[config.mk]
export PLATFORM = sky130hd
export DESIGN_NAME = apb_slave_regfile
export DESIGN_NICKNAME = d
export VERILOG_FILES = /design/src/rtl/apb_slave_regfile.sv
export SDC_FILE = /design/constraint.sdc
export NUM_CORES = 1
export LEC_CHECK = 0
export BUFFER_PORTS_ARGS = -buffer_cell sky130_fd_sc_hd__buf_4
export CAP_MARGIN = 20
export CORE_ASPECT_RATIO = 0.6
export CORE_MARGIN = 2
export CORE_UTILIZATION = 59
export DETAILED_ROUTE_END_ITERATION = 16
export PLACE_DENSITY = 0.8
export SYNTH_ARGS = -nofsm -noshare
export SYNTH_HDL_FRONTEND = slang
export SYNTH_SLANG_ARGS = --single-unit
[constraint.sdc]
create_clock -name clk -period 37.7 [get_ports clk]
set_clock_uncertainty 0.1 [all_clocks]
set_input_delay 7.54 -clock clk [delete_from_list [all_inputs] [get_ports clk]]
set_output_delay 7.54 -clock clk [all_outputs]
set_load 0.02 [all_outputs]
[src/rtl/apb_slave_regfile.sv]
// APB completer with a word-addressed register file and programmable wait states.
// Optional build macro APB_SLVERR_EN adds the PSLVERR port for out-of-range accesses.
module apb_slave_regfile #(
    parameter int unsigned size        = 32,
    parameter int unsigned ad_size     = 8,
    parameter int unsigned DEPTH       = 16,
    parameter int unsigned WAIT_CYCLES = 0
) (
    input  logic               clk,
    input  logic               rst,
    input  logic               PSEL,
    input  logic               PEN,
    input  logic               PW,
    input  logic [ad_size-1:0] PADDR,
    input  logic [size-1:0]    PWDATA,
    output logic               PREADY,
`ifdef APB_SLVERR_EN
    output logic               PSLVERR,
`endif
    output logic [size-1:0]    PRDATA
);

    localparam int unsigned CW    = (WAIT_CYCLES == 0) ? 1 : $clog2(WAIT_CYCLES + 1);
    localparam int unsigned IDX_W = (DEPTH <= 1) ? 1 : $clog2(DEPTH);

    localparam logic [1:0] IDLE   = 2'b00;
    localparam logic [1:0] SETUP  = 2'b01;
    localparam logic [1:0] ACCESS = 2'b10;

    logic [1:0]         state;
    logic [1:0]         state_next;
    logic [CW-1:0]      cnt;
    logic [CW-1:0]      cnt_next;
    logic               latch;
    logic               commit;
    logic [ad_size-1:0] addr_q;
    logic [size-1:0]    wdata_q;
    logic               pw_q;
    logic               in_range;
    logic [IDX_W-1:0]   idx;
    logic [size-1:0]    regs [DEPTH];

    assign in_range = (32'(addr_q) < 32'(DEPTH));
    assign idx      = addr_q[IDX_W-1:0];

    // State and wait counter
    always_ff @(posedge clk or posedge rst) begin
        if (rst) begin
            state <= IDLE;
            cnt   <= '0;
        end else begin
            state <= state_next;
            cnt   <= cnt_next;
        end
    end

    always_comb begin
        state_next = state;
        cnt_next   = cnt;
        latch      = 1'b0;
        commit     = 1'b0;
        case (state)
            IDLE: begin
                if (PSEL && !PEN) state_next = SETUP;
            end
            SETUP: begin
                latch      = 1'b1;
                cnt_next   = CW'(WAIT_CYCLES);
                state_next = PSEL ? ACCESS : IDLE;
            end
            ACCESS: begin
                if (!PSEL || !PEN) begin
                    state_next = IDLE;
                end else if (cnt != '0) begin
                    cnt_next = cnt - CW'(1);
                end else begin
                    commit     = pw_q && in_range;
                    state_next = IDLE;
                end
            end
            default: state_next = IDLE;
        endcase
    end

    // Transfer attributes captured once in SETUP and held for the whole access
    always_ff @(posedge clk or posedge rst) begin
        if (rst) begin
            addr_q  <= '0;
            wdata_q <= '0;
            pw_q    <= 1'b0;
        end else if (latch) begin
            addr_q  <= PADDR;
            wdata_q <= PWDATA;
            pw_q    <= PW;
        end
    end

    always_ff @(posedge clk or posedge rst) begin
        if (rst) begin
            for (int i = 0; i < DEPTH; i++) regs[i] <= '0;
        end else if (commit) begin
            regs[idx] <= wdata_q;
        end
    end

    // Responses decode from registered state only, so no input-to-output path exists
    always_comb begin
        PREADY = (state == ACCESS) && (cnt == '0);
        PRDATA = '0;
        if (PREADY && !pw_q && in_range) PRDATA = regs[idx];
    end

`ifdef APB_SLVERR_EN
    assign PSLVERR = PREADY && !in_range;
`endif

endmodule

Word-level counts from Yosys, hierarchy flattened
Index checks and enable logic that the tools add are counted.
{"block": "op_classes", "n_addsub": 1, "n_lt_le_gt_ge": 3, "n_eq_ne": 5, "muxes": 19, "bitwise": 2, "reduce_logical": 14}
{"op": "512-bit bitwise mux", "n": 1}
{"op": "32-bit binary-select mux with 4-bit select", "n": 1}
{"op": "32-bit demux with 4-bit select", "n": 1}
{"op": "32-bit two-way mux", "n": 4}
{"op": "8-bit by 5-bit less-than comparator with 1-bit output (second input constant)", "n": 1}
{"op": "2-bit two-way mux", "n": 4}
{"op": "1-bit logical AND", "n": 6}
{"op": "1-bit two-way mux", "n": 6}
{"op": "2-bit one-hot mux with 3 select lines", "n": 1}
{"op": "5-bit greater-or-equal comparator (second input constant)", "n": 1}
{"op": "5-bit by 1-bit less-than comparator with 1-bit output (second input constant)", "n": 1}
{"op": "4-bit inverter with 5-bit output", "n": 1}
{"op": "2-bit inequality test (second input constant)", "n": 2}
{"op": "2-bit AND reduction", "n": 2}
{"op": "1-bit logical NOT", "n": 3}
{"op": "3-bit inequality test (second input constant)", "n": 1}
{"op": "2-bit by 1-bit equality test with 1-bit output (second input constant)", "n": 1}
{"op": "2-bit equality test (second input constant)", "n": 1}
{"op": "2-bit logical NOT", "n": 1}
{"op": "1-bit one-hot mux with 2 select lines", "n": 1}
{"op": "2-bit nonzero test", "n": 1}
{"op": "1-bit logical OR", "n": 1}
{"op": "1-bit inverter", "n": 1}
{"op": "1-bit subtractor (second input constant)", "n": 1}
{"block": "word_totals", "reg_bits": 556, "out_inout_bits": 33, "wordCells": 65}

Longest topological paths before layout
Gate-level depths: netlist of the first run.
{"block": "depth", "ltp_word": 6, "ltp_mapped": 7}

Least setup slack after synthesis of the first run
Ideal clock, no wire load.
{"block": "synth_path", "path_type": "reg2out", "start": "reg addr_q[1]", "end": "out PRDATA[22]", "t_arrival_ns": 1.843, "t_required_ns": 30.060, "path_slack_ns": 28.217, "path_stages_with_launch": 7, "cell_sequence": "dfrtp_1 -> buf_2 -> buf_4 -> buf_2 -> mux4_2 -> mux2i_1 -> o221ai_1"}
{"block": "synth_via", "elab_chain_len": 5, "elab_cells_between_ends": 7}
{"item": "start: declaration", "line": "36", "text": "logic [ad_size-1:0] addr_q;"}
{"item": "start signal: assignment", "line": "88", "text": "addr_q <= '0;"}
{"item": "start signal: assignment", "line": "92", "text": "addr_q <= PADDR;"}
{"item": "4-bit inverter with 5-bit output (implied by the code)", "line": "110", "text": "if (PREADY && !pw_q && in_range) PRDATA = regs[idx];"}
{"item": "32-bit binary-select mux with 4-bit select", "line": "110"}
{"item": "32-bit two-way mux (implied by the code) (2 in series)", "line": "110"}
{"item": "32-bit two-way mux *", "line": "110"}
{"item": "end: declaration", "line": "20", "text": "output logic [size-1:0] PRDATA"}
Every way passes the cells marked *; elsewhere a longest branch is shown, timed or not. The select of a mux whose other input is x is not followed.

Worst setup path after layout of the first run
{"block": "layout_path", "start": "reg state[0]", "end": "out PRDATA[31]"}
{"block": "layout_via", "elab_chain_len": 5}
{"item": "start: declaration", "line": "30", "text": "logic [1:0] state;"}
{"item": "start signal: assignment", "line": "52", "text": "state <= state_next;"}
{"item": "2-bit equality test", "line": "108", "text": "PREADY = (state == ACCESS) && (cnt == '0);"}
{"item": "1-bit logical AND", "line": "108"}
{"item": "1-bit logical AND (2 in series)", "line": "110"}
{"item": "32-bit two-way mux", "line": "110"}
No other way between the ends.

==> results of run 1 <==
## sequential cells by signal (all words and copies together) (netlist names)
register and flops:
regs 512, state 2, wdata_q 32, addr_q 8, pw_q 1
## critical path: stages (launching register included)
cell and delay, ps:
dfrtp_1 440, nor4b_4 290, buf_4 630, nand3b_1 870, buf_4 530, o221ai_1 390, buf_4 220
## synth_stat cells (2+ instances only)
cell type | instances | area [um2]
o221ai_1 | 32 | 280
and2_1 | 2 | 12.5
nand4_2 | 3 | 37.5
nand4_1 | 44 | 275
and4b_1 | 4 | 40.0
and4_1 | 2 | 17.5
nor4b_1 | 5 | 43.8
dfrtp_1 | 555 | 13900
mux2_1 | 43 | 484
mux4_2 | 128 | 2880
mux2_2 | 510 | 5740
buf_6 | 6 | 67.6
nor2b_1 | 2 | 12.5
buf_2 | 75 | 375
clkbuf_1 | 62 | 233
nor4bb_1 | 5 | 50.1
mux2i_1 | 32 | 320
inv_1 | 33 | 124
buf_4 | 2 | 15.0
## where the power goes
| part | internal, mW | switching (mW) |
|---|---|---|
| clock | 0.292 | 0.226 |
| sequential | 0.607 | 0.0525 |
| combinational | 0.0465 | 0.0548 |
## per-stage QoR
step / instances / worst slack, ps / area (um2)
2_1_floorplan: 1554 / 14540 / 25000
4_1_cts: 2183 / 26000 / 27600
3_5_place_dp: 2092 / 26170 / 25900
6_report: 2186 / 26060 / 27600
3_3_place_gp: 2091 / 26270 / 25900
5_1_grt: 2186 / 25840 / 27600
## cell families after synthesis
family / after synthesis
buffers and inverters: 179
multiplexers: 713
AND/OR/NAND/NOR: 75
flip-flops: 555
AO/OA/AOI/OAI: 32
## routing by layer
| metal | up-vias | global-route usage | wire (um) |
|---|---|---|---|
| li1 | 5903 | - | - |
| met1 | 7602 | 0.400 | 26600 |
| met2 | 345 | 0.420 | 26900 |
| met3 | 70 | 0.0540 | 3090 |
| met4 | 0 | 0.0634 | 1010 |
| met5 | - | 0 | 0 |
## final cells by class
class | instances | area share
timing repair buffer | 117 | 0.0342
sequential | 555 | 0.503
inverter | 33 | 0.00476
clock buffer | 68 | 0.0499
clock inverter | 23 | 0.00983
tap | 570 | 0.0258
multi-input combinational | 820 | 0.372
## worst min-delay path by stage
| stage | end | slack [ps] | depth (start not counted) |
|---|---|---|---|
| floorplan | state[0]$_DFFE_PP0P_ | 350 | 1 |
| global placement | regs[309]$_DFFE_PP0P_ | 370 | 1 |
| detailed placement | regs[299]$_DFFE_PP0P_ | 380 | 1 |
| CTS | regs[299]$_DFFE_PP0P_ | 390 | 1 |
| global route | regs[307]$_DFFE_PP0P_ | 400 | 1 |
| finish | regs[483]$_DFFE_PP0P_ | 390 | 1 |
==> flow_summary_export.csv, run 1 <==
group,metric,value,unit
grt,gr-usage-all-layers,0.270,
clock_tree,worstSkewPairLatency,600,ps
finish,nNetsFinal,1622,
floorplan,coreArea,0.0418,mm2
yosys,synthMuxAreaShare,0.377,
sta,tns,0,ps
worst_setup_path,end_kind,"output pin",
clock_tree,cts-htree-levels,2,
yosys,synth_compound_area_frac,0.0112,
floorplan,dieHeight,163,um
grt,grt_start_max_net_pins,188,
drt,drt_wl_total,57600,um
yosys,ys_seq_area_frac,0.556,
sta,holdWs,389,ps
pwr,power_leakage,13.5,nW
worst_hold_path,hp-start,"regs[483]$_DFFE_PP0P_",
placed_design,portBuffers,77,
sta,fin_crit,11640,ps
pwr,irDropWorstVdd,33.5,uV
sta,tightest_slew,1090,ps
clock_tree,hold_buffers,0,
yosys,syn_inst,1554,
pwr,power,1.28,mW
finish,diodes,0,
yosys,ys_seq_elements,555,
worst_setup_path,crit_end,"PRDATA[31]",
worst_hold_path,hold_path_class,"flip-flop to flip-flop",
floorplan,initial_utilization,0.598,
yosys,synth_area_per_cell,16.1,um2
yosys,synth_simple_gate_area_share,0.0225,
sta,drv_slew,0,
worst_setup_path,setup.worst_path.start_class,"flip-flop",
yosys,synth_xor_area_frac,0,
clock_tree,ctsResizeCount,0,
sta,finalCritPeriodShare,0.309,
placed_design,hpwl,33200,um
finish,final-seq-area,0.0139,mm2
drt,antenna_left,0,
clock_tree,clk_path_buf_depth,3,
floorplan,dieArea,0.0441,mm2
worst_setup_path,crit_arrival,4000,ps
sta,hold_viol_final,0,
run,max_cap_violations,0,
worst_setup_path,worstPathRequired,30060,ps
yosys,ys_types,28,
pwr,powerDensity,46.3,mW/mm2
yosys,synth-edff-count,0,
finish,syn_to_final_growth,10.6,%
yosys,syn_area,0.0250,mm2
yosys,synth_top_family_by_area,"multiplexers",
worst_setup_path,cp_max_fo,50,
sta,grt_setup_unrepaired,"false",
clock_tree,tritoncts,"built",
drt,first_iter_violations,1108,
yosys,synth-main-ff-cell,"dfrtp_1",
grt,antenna_found_initial,0,
worst_setup_path,worstReg2RegStart,"addr_q[1]$_DFFE_PP0N_",
run_status,status,"completed",
clock_tree,post_cts_buffers,0,
yosys,synth_fa_ha_area_frac,0,
drt,viasPerCell,6.37,
worst_setup_path,critical_path_class,"flip-flop to output pin",
worst_setup_path,worst-r2r-setup-slack,33390,ps
drt,vias,13900,
finish,layout_common_cells,"dfrtp_1 (552), mux2_2 (510), mux4_2 (128)",
clock_tree,cts_buffers,50,
floorplan,die_w,270,um
sta,fmax,85.9,MHz
floorplan,io_pins,78,
worst_setup_path,worstReg2RegEnd,"regs[49]$_DFFE_PP0P_",
yosys,synth_warnings,0,
clock_tree,clk_pin_slew,60,ps
finish,fill_cells,2900,
placed_design,gp_congestion,0.738,
finish,final_layout_size_suffix_gt1_frac,0.524,
worst_setup_path,reg2reg_depth,5,
sta,setup_viol,0,
clock_tree,cts_sinks,555,
floorplan,placementRows,58,
clock_tree,clockRootBuffer,"clkbuf_16",
sta,relSlewSlack,0.271,
finish,multi_input_area,0.0103,mm2
drt,drt_pass1_iterations,5,
grt,grt-ovfl-total,0,
drt,wl_per_cell,26.3,um
grt,grt_pass1_vias,15000,
worst_setup_path,crit_path_start,"state[0]$_DFFE_PP0P_",
finish,final_util,0.661,
finish,final_common_cell,"dfrtp_1",
drt,drc,0,
yosys,synth_nets,1599,
grt,grt_pass1_wl,90900,um
yosys,synthArstFlopShare,1.00,
Note: power is estimated with default switching activity, not from simulation.
==> run 2: changes to the inputs <==
- clock period: 37.7 -> 10.9 ns (I/O delays scaled with it)
==> flow_summary_export.csv, run 2 (same netlist as run 1, synthesis figures left out) <==
group,metric,value,unit
clock_tree,clk_path_buf_depth,3,
drt,viasPerCell,6.44,
finish,largestRegisters,"regs (512), wdata_q (32), addr_q (8)",
worst_setup_path,worstPathRequired,8620,ps
clock_tree,worstSkewPairLatency,580,ps
clock_tree,cts-htree-levels,2,
grt,grt-ovfl-total,0,
sta,relSlewSlack,0.323,
clock_tree,post_cts_buffers,0,
floorplan,io_pins,78,
worst_hold_path,hold_path_class,"flip-flop to flip-flop",
clock_tree,cts_buffers,49,
grt,grt_pass1_wl,90700,um
sta,drv_slew,0,
pwr,irDropWorstVdd,99.4,uV
floorplan,dieHeight,163,um
floorplan,placementRows,58,
drt,antenna_left,0,
floorplan,coreArea,0.0418,mm2
finish,fill_cells,2907,
grt,grt_start_max_net_pins,180,
sta,holdWs,384,ps
worst_hold_path,holdPathStages,1,
finish,largest_reg_flops,512,
sta,fmax,169,MHz
worst_setup_path,setup.worst_path.start_class,"flip-flop",
clock_tree,tritoncts,"built",
worst_setup_path,reg2reg_depth,5,
worst_setup_path,end_kind,"output pin",
sta,tns,0,ps
floorplan,initial_utilization,0.598,
finish,top_register,"regs",
worst_setup_path,crit_arrival,3640,ps
worst_setup_path,cp_max_fo,50,
placed_design,portBuffers,77,
drt,drc,0,
clock_tree,clockRootBuffer,"clkbuf_16",
finish,final_common_cell,"dfrtp_1",
grt,gr-usage-all-layers,0.272,
finish,syn_to_final_growth,10.4,%
clock_tree,ctsResizeCount,0,
worst_setup_path,critical_path_class,"flip-flop to output pin",
drt,first_iter_violations,1453,
drt,wl_per_cell,26.4,um
sta,hold_viol_final,0,
clock_tree,clk_pin_slew,70,ps
grt,grt_pass1_vias,14800,
pwr,powerDensity,157,mW/mm2
floorplan,dieArea,0.0441,mm2
sta,setup_viol,0,
pwr,power_leakage,13.5,nW
floorplan,die_w,270,um
grt,antenna_found_initial,0,
finish,final_layout_size_suffix_gt1_frac,0.520,
drt,vias,14100,
placed_design,gp_congestion,0.778,
run,max_cap_violations,0,
sta,grt_setup_unrepaired,"false",
run_status,status,"completed",
clock_tree,hold_buffers,0,
sta,fin_crit,5920,ps
finish,diodes,0,
clock_tree,cts_sinks,555,
sta,finalCritPeriodShare,0.543,
sta,tightest_slew,1010,ps
finish,layout_common_cells,"dfrtp_1 (552), mux2_2 (510), mux4_2 (128)",
drt,drt_pass1_iterations,5,
finish,nNetsFinal,1626,
drt,drt_wl_total,57900,um
placed_design,hpwl,33800,um
## run 2: worst paths after layout
check | from | to | slack (ps)
max in group asynchronous | rst | regs[452]$_DFFE_PP0P_ | 7530
min in group asynchronous | rst | regs[181]$_DFFE_PP0P_ | 1730
worst min-delay path | regs[292]$_DFFE_PP0P_ | regs[292]$_DFFE_PP0P_ | 380
worst min register to register | regs[292]$_DFFE_PP0P_ | regs[292]$_DFFE_PP0P_ | 380
worst max register to register | addr_q[1]$_DFFE_PP0N_ | regs[13]$_DFFE_PP0P_ | 6870
worst max-delay path | addr_q[1]$_DFFE_PP0N_ | PRDATA[24] | 4980
## run 2: power by group
| group | internal [mW] | leakage, nW | switching [mW] |
|---|---|---|---|
| combinational | 0.164 | 5.09 | 0.198 |
| sequential | 2.10 | 7.66 | 0.171 |
| clock | 0.958 | 0.771 | 0.753 |
## run 2: per-stage QoR
step | power (mW) | instances | setup WS, ps | cell area [um2] | util
final | 4.34 | 2188 | 4980 | 27600 | 0.660
after global routing | 4.51 | 2188 | 4770 | 27600 | 0.660
after CTS | 4.37 | 2185 | 4670 | 27500 | 0.658
after detailed placement | 2.67 | 2097 | 5330 | 26000 | 0.621
after global placement | 2.66 | 2096 | 5370 | 25900 | 0.621
after floorplan | 2.54 | 1554 | 1070 | 25000 | -
## run 2: cell type report
type | instances | area (um2) | share of cell area
clock inverters | 8 | 68.8 | 0.00249
clock buffers | 80 | 1500 | 0.0542
repair buffers | 122 | 996 | 0.0361
multi-input cells | 820 | 10300 | 0.373
flip-flops and latches | 555 | 13900 | 0.504
inverters | 33 | 128 | 0.00463
well taps | 570 | 713 | 0.0259
## run 2: per-layer routing
layer | global-route usage | up-vias | share of wire
li1 | - | 5886 | -
met1 | 0.402 | 7690 | 0.45
met2 | 0.423 | 415 | 0.46
met3 | 0.0437 | 96 | 0.059
met4 | 0.0793 | 0 | 0.026
met5 | 0 | - | 0
## run 2: critical path, stage by stage, from the launching register on
cell      delay [ps]
dfrtp_4          940
buf_4            840
mux4_2           620
mux2i_1          200
o221ai_1         220
buf_4            210
==> run 3: changes to the inputs <==
- CORE_UTILIZATION: 59 -> 56
- clock period: 10.9 -> 4.9 ns (I/O delays scaled with it)
==> flow_summary_export.csv, run 3 (same netlist as run 1, synthesis figures left out) <==
group,metric,value,unit
run,max_cap_violations,0,
drt,first_iter_violations,1095,
grt,grt-ovfl-total,0,
sta,tightest_slew,1070,ps
floorplan,dieArea,0.0464,mm2
finish,nNetsFinal,1643,
sta,relSlewSlack,0.285,
floorplan,coreArea,0.0437,mm2
clock_tree,clockRootBuffer,"clkbuf_16",
clock_tree,post_cts_buffers,0,
drt,vias,14200,
clock_tree,hold_buffers,0,
grt,grt_pass1_vias,15100,
finish,final_common_cell,"dfrtp_1",
sta,grt_setup_unrepaired,"false",
sta,finalCritPeriodShare,0.880,
finish,final_layout_size_suffix_gt1_frac,0.530,
drt,drt_pass1_iterations,5,
pwr,power_leakage,13.7,nW
worst_setup_path,setup.worst_path.start_class,"flip-flop",
sta,hold_viol_final,0,
sta,setup_viol,0,
floorplan,dieHeight,168,um
placed_design,hpwl,34800,um
finish,diodes,0,
floorplan,initial_utilization,0.572,
finish,syn_to_final_growth,11.6,%
worst_setup_path,slowest_delay,940,ps
sta,fmax,232,MHz
sta,fin_crit,4310,ps
worst_hold_path,hold_path_class,"flip-flop to flip-flop",
placed_design,portBuffers,77,
finish,layout_common_cells,"dfrtp_1 (552), mux2_2 (510), buf_4 (129)",
placed_design,place.detailed.instances,2125,
drt,drt_wl_total,58200,um
grt,gr-usage-all-layers,0.258,
pwr,irDropWorstVdd,292,uV
worst_setup_path,end_kind,"output pin",
finish,largest_reg_flops,512,
grt,grt_pass1_wl,91700,um
floorplan,die_w,277,um
finish,top_register,"regs",
clock_tree,ctsResizeCount,0,
worst_setup_path,slowest_stage,"dfrtp_4",
drt,wl_per_cell,26.3,um
worst_setup_path,crit_arrival,3230,ps
run_status,status,"completed",
clock_tree,cts_sinks,555,
clock_tree,tritoncts,"built",
worst_setup_path,crit_family,"flip-flops",
worst_setup_path,critical_path_class,"flip-flop to output pin",
drt,viasPerCell,6.41,
worst_setup_path,worstPathRequired,3820,ps
finish,final_util,0.638,
sta,drv_slew,0,
floorplan,io_pins,78,
clock_tree,clk_pin_slew,70,ps
floorplan,placementRows,59,
worst_setup_path,worst-r2r-setup-slack,1360,ps
grt,grt_start_max_net_pins,93,
pwr,powerDensity,355,mW/mm2
finish,fin_cells,2215,
sta,tns,0,ps
worst_setup_path,path_cells,"buf_4, mux4_2, mux2i_1, o221ai_1, buf_4",
grt,antenna_found_initial,0,
clock_tree,cts-htree-levels,2,
clock_tree,clk_path_buf_depth,3,
drt,antenna_left,0,
clock_tree,worstSkewPairLatency,590,ps
clock_tree,cts_buffers,49,
placed_design,gp_congestion,0.757,
worst_setup_path,crit_buf_inv,2,
drt,drc,0,
worst_setup_path,cp_max_fo,38,
finish,largestRegisters,"regs (512), wdata_q (32), addr_q (8)",
worst_setup_path,crit_top_cell,"buf_4",
==> run 3: cell count changes in the layout (fill, tap and decap cells not counted), sizes merged <==
cell,change
bufinv,+2
inv,+3
clkbuf,-4
buf,+17
==> run 3: metrics by stage <==
step / power [mW] / hold WS, ps / area, um2 / worst slack [ps]
floorplan: 5.65 / 348 / 25000 / -3730
global placement: 5.96 / 368 / 26200 / 1170
detailed placement: 6.00 / 380 / 26200 / 1160
CTS: 9.95 / 394 / 27800 / 495
global route: 10.3 / 399 / 27900 / 478
finish: 9.88 / 389 / 27900 / 590
==> run 3: layer usage <==
metal,wire length (um),vias up,global-route usage,part of all wire
li1,-,5938,-,-
met4,1420,0,0.0685,0.024
met2,27600,413,0.404,0.47
met3,3370,102,0.0470,0.058
met5,0,-,0,0
met1,25900,7754,0.378,0.44
==> run 3: power breakdown <==
group / internal [mW] / switching (mW) / total (mW)
clock: 2.26 / 1.72 / 3.97
combinational: 0.394 / 0.449 / 0.843
sequential: 4.67 / 0.397 / 5.07
total: 7.32 / 2.56 / 9.88
==> run 3: worst register-to-register path: cells and delay by family (launching register included) <==
kind / cells / cell delay, ps
simple gates: 2 / 1130
flops: 1 / 940
buf+inv: 2 / 910
mux: 1 / 320
==> run 3: final cells by class <==
type,count,area [um2]
fill,3092,15800
sequential,555,13900
multi-input combinational,820,10300
clock buffer,76,1490
timing repair buffer,139,1180
tap,579,724
clock inverter,13,170
inverter,33,128
==> run 3: final timing paths <==
| path | start | to | cells past startpoint |
|---|---|---|---|
| max | addr_q[1]$_DFFE_PP0N_ | PRDATA[0] | 5 |
| min reg2reg | regs[485]$_DFFE_PP0P_ | regs[485]$_DFFE_PP0P_ | 1 |
| max in group asynchronous | rst | wdata_q[7]$_DFFE_PP0N_ | 3 |
| min in group asynchronous | rst | regs[502]$_DFFE_PP0P_ | 2 |
| max reg2reg | addr_q[1]$_DFFE_PP0N_ | regs[433]$_DFFE_PP0P_ | 5 |
| min | regs[485]$_DFFE_PP0P_ | regs[485]$_DFFE_PP0P_ | 1 |
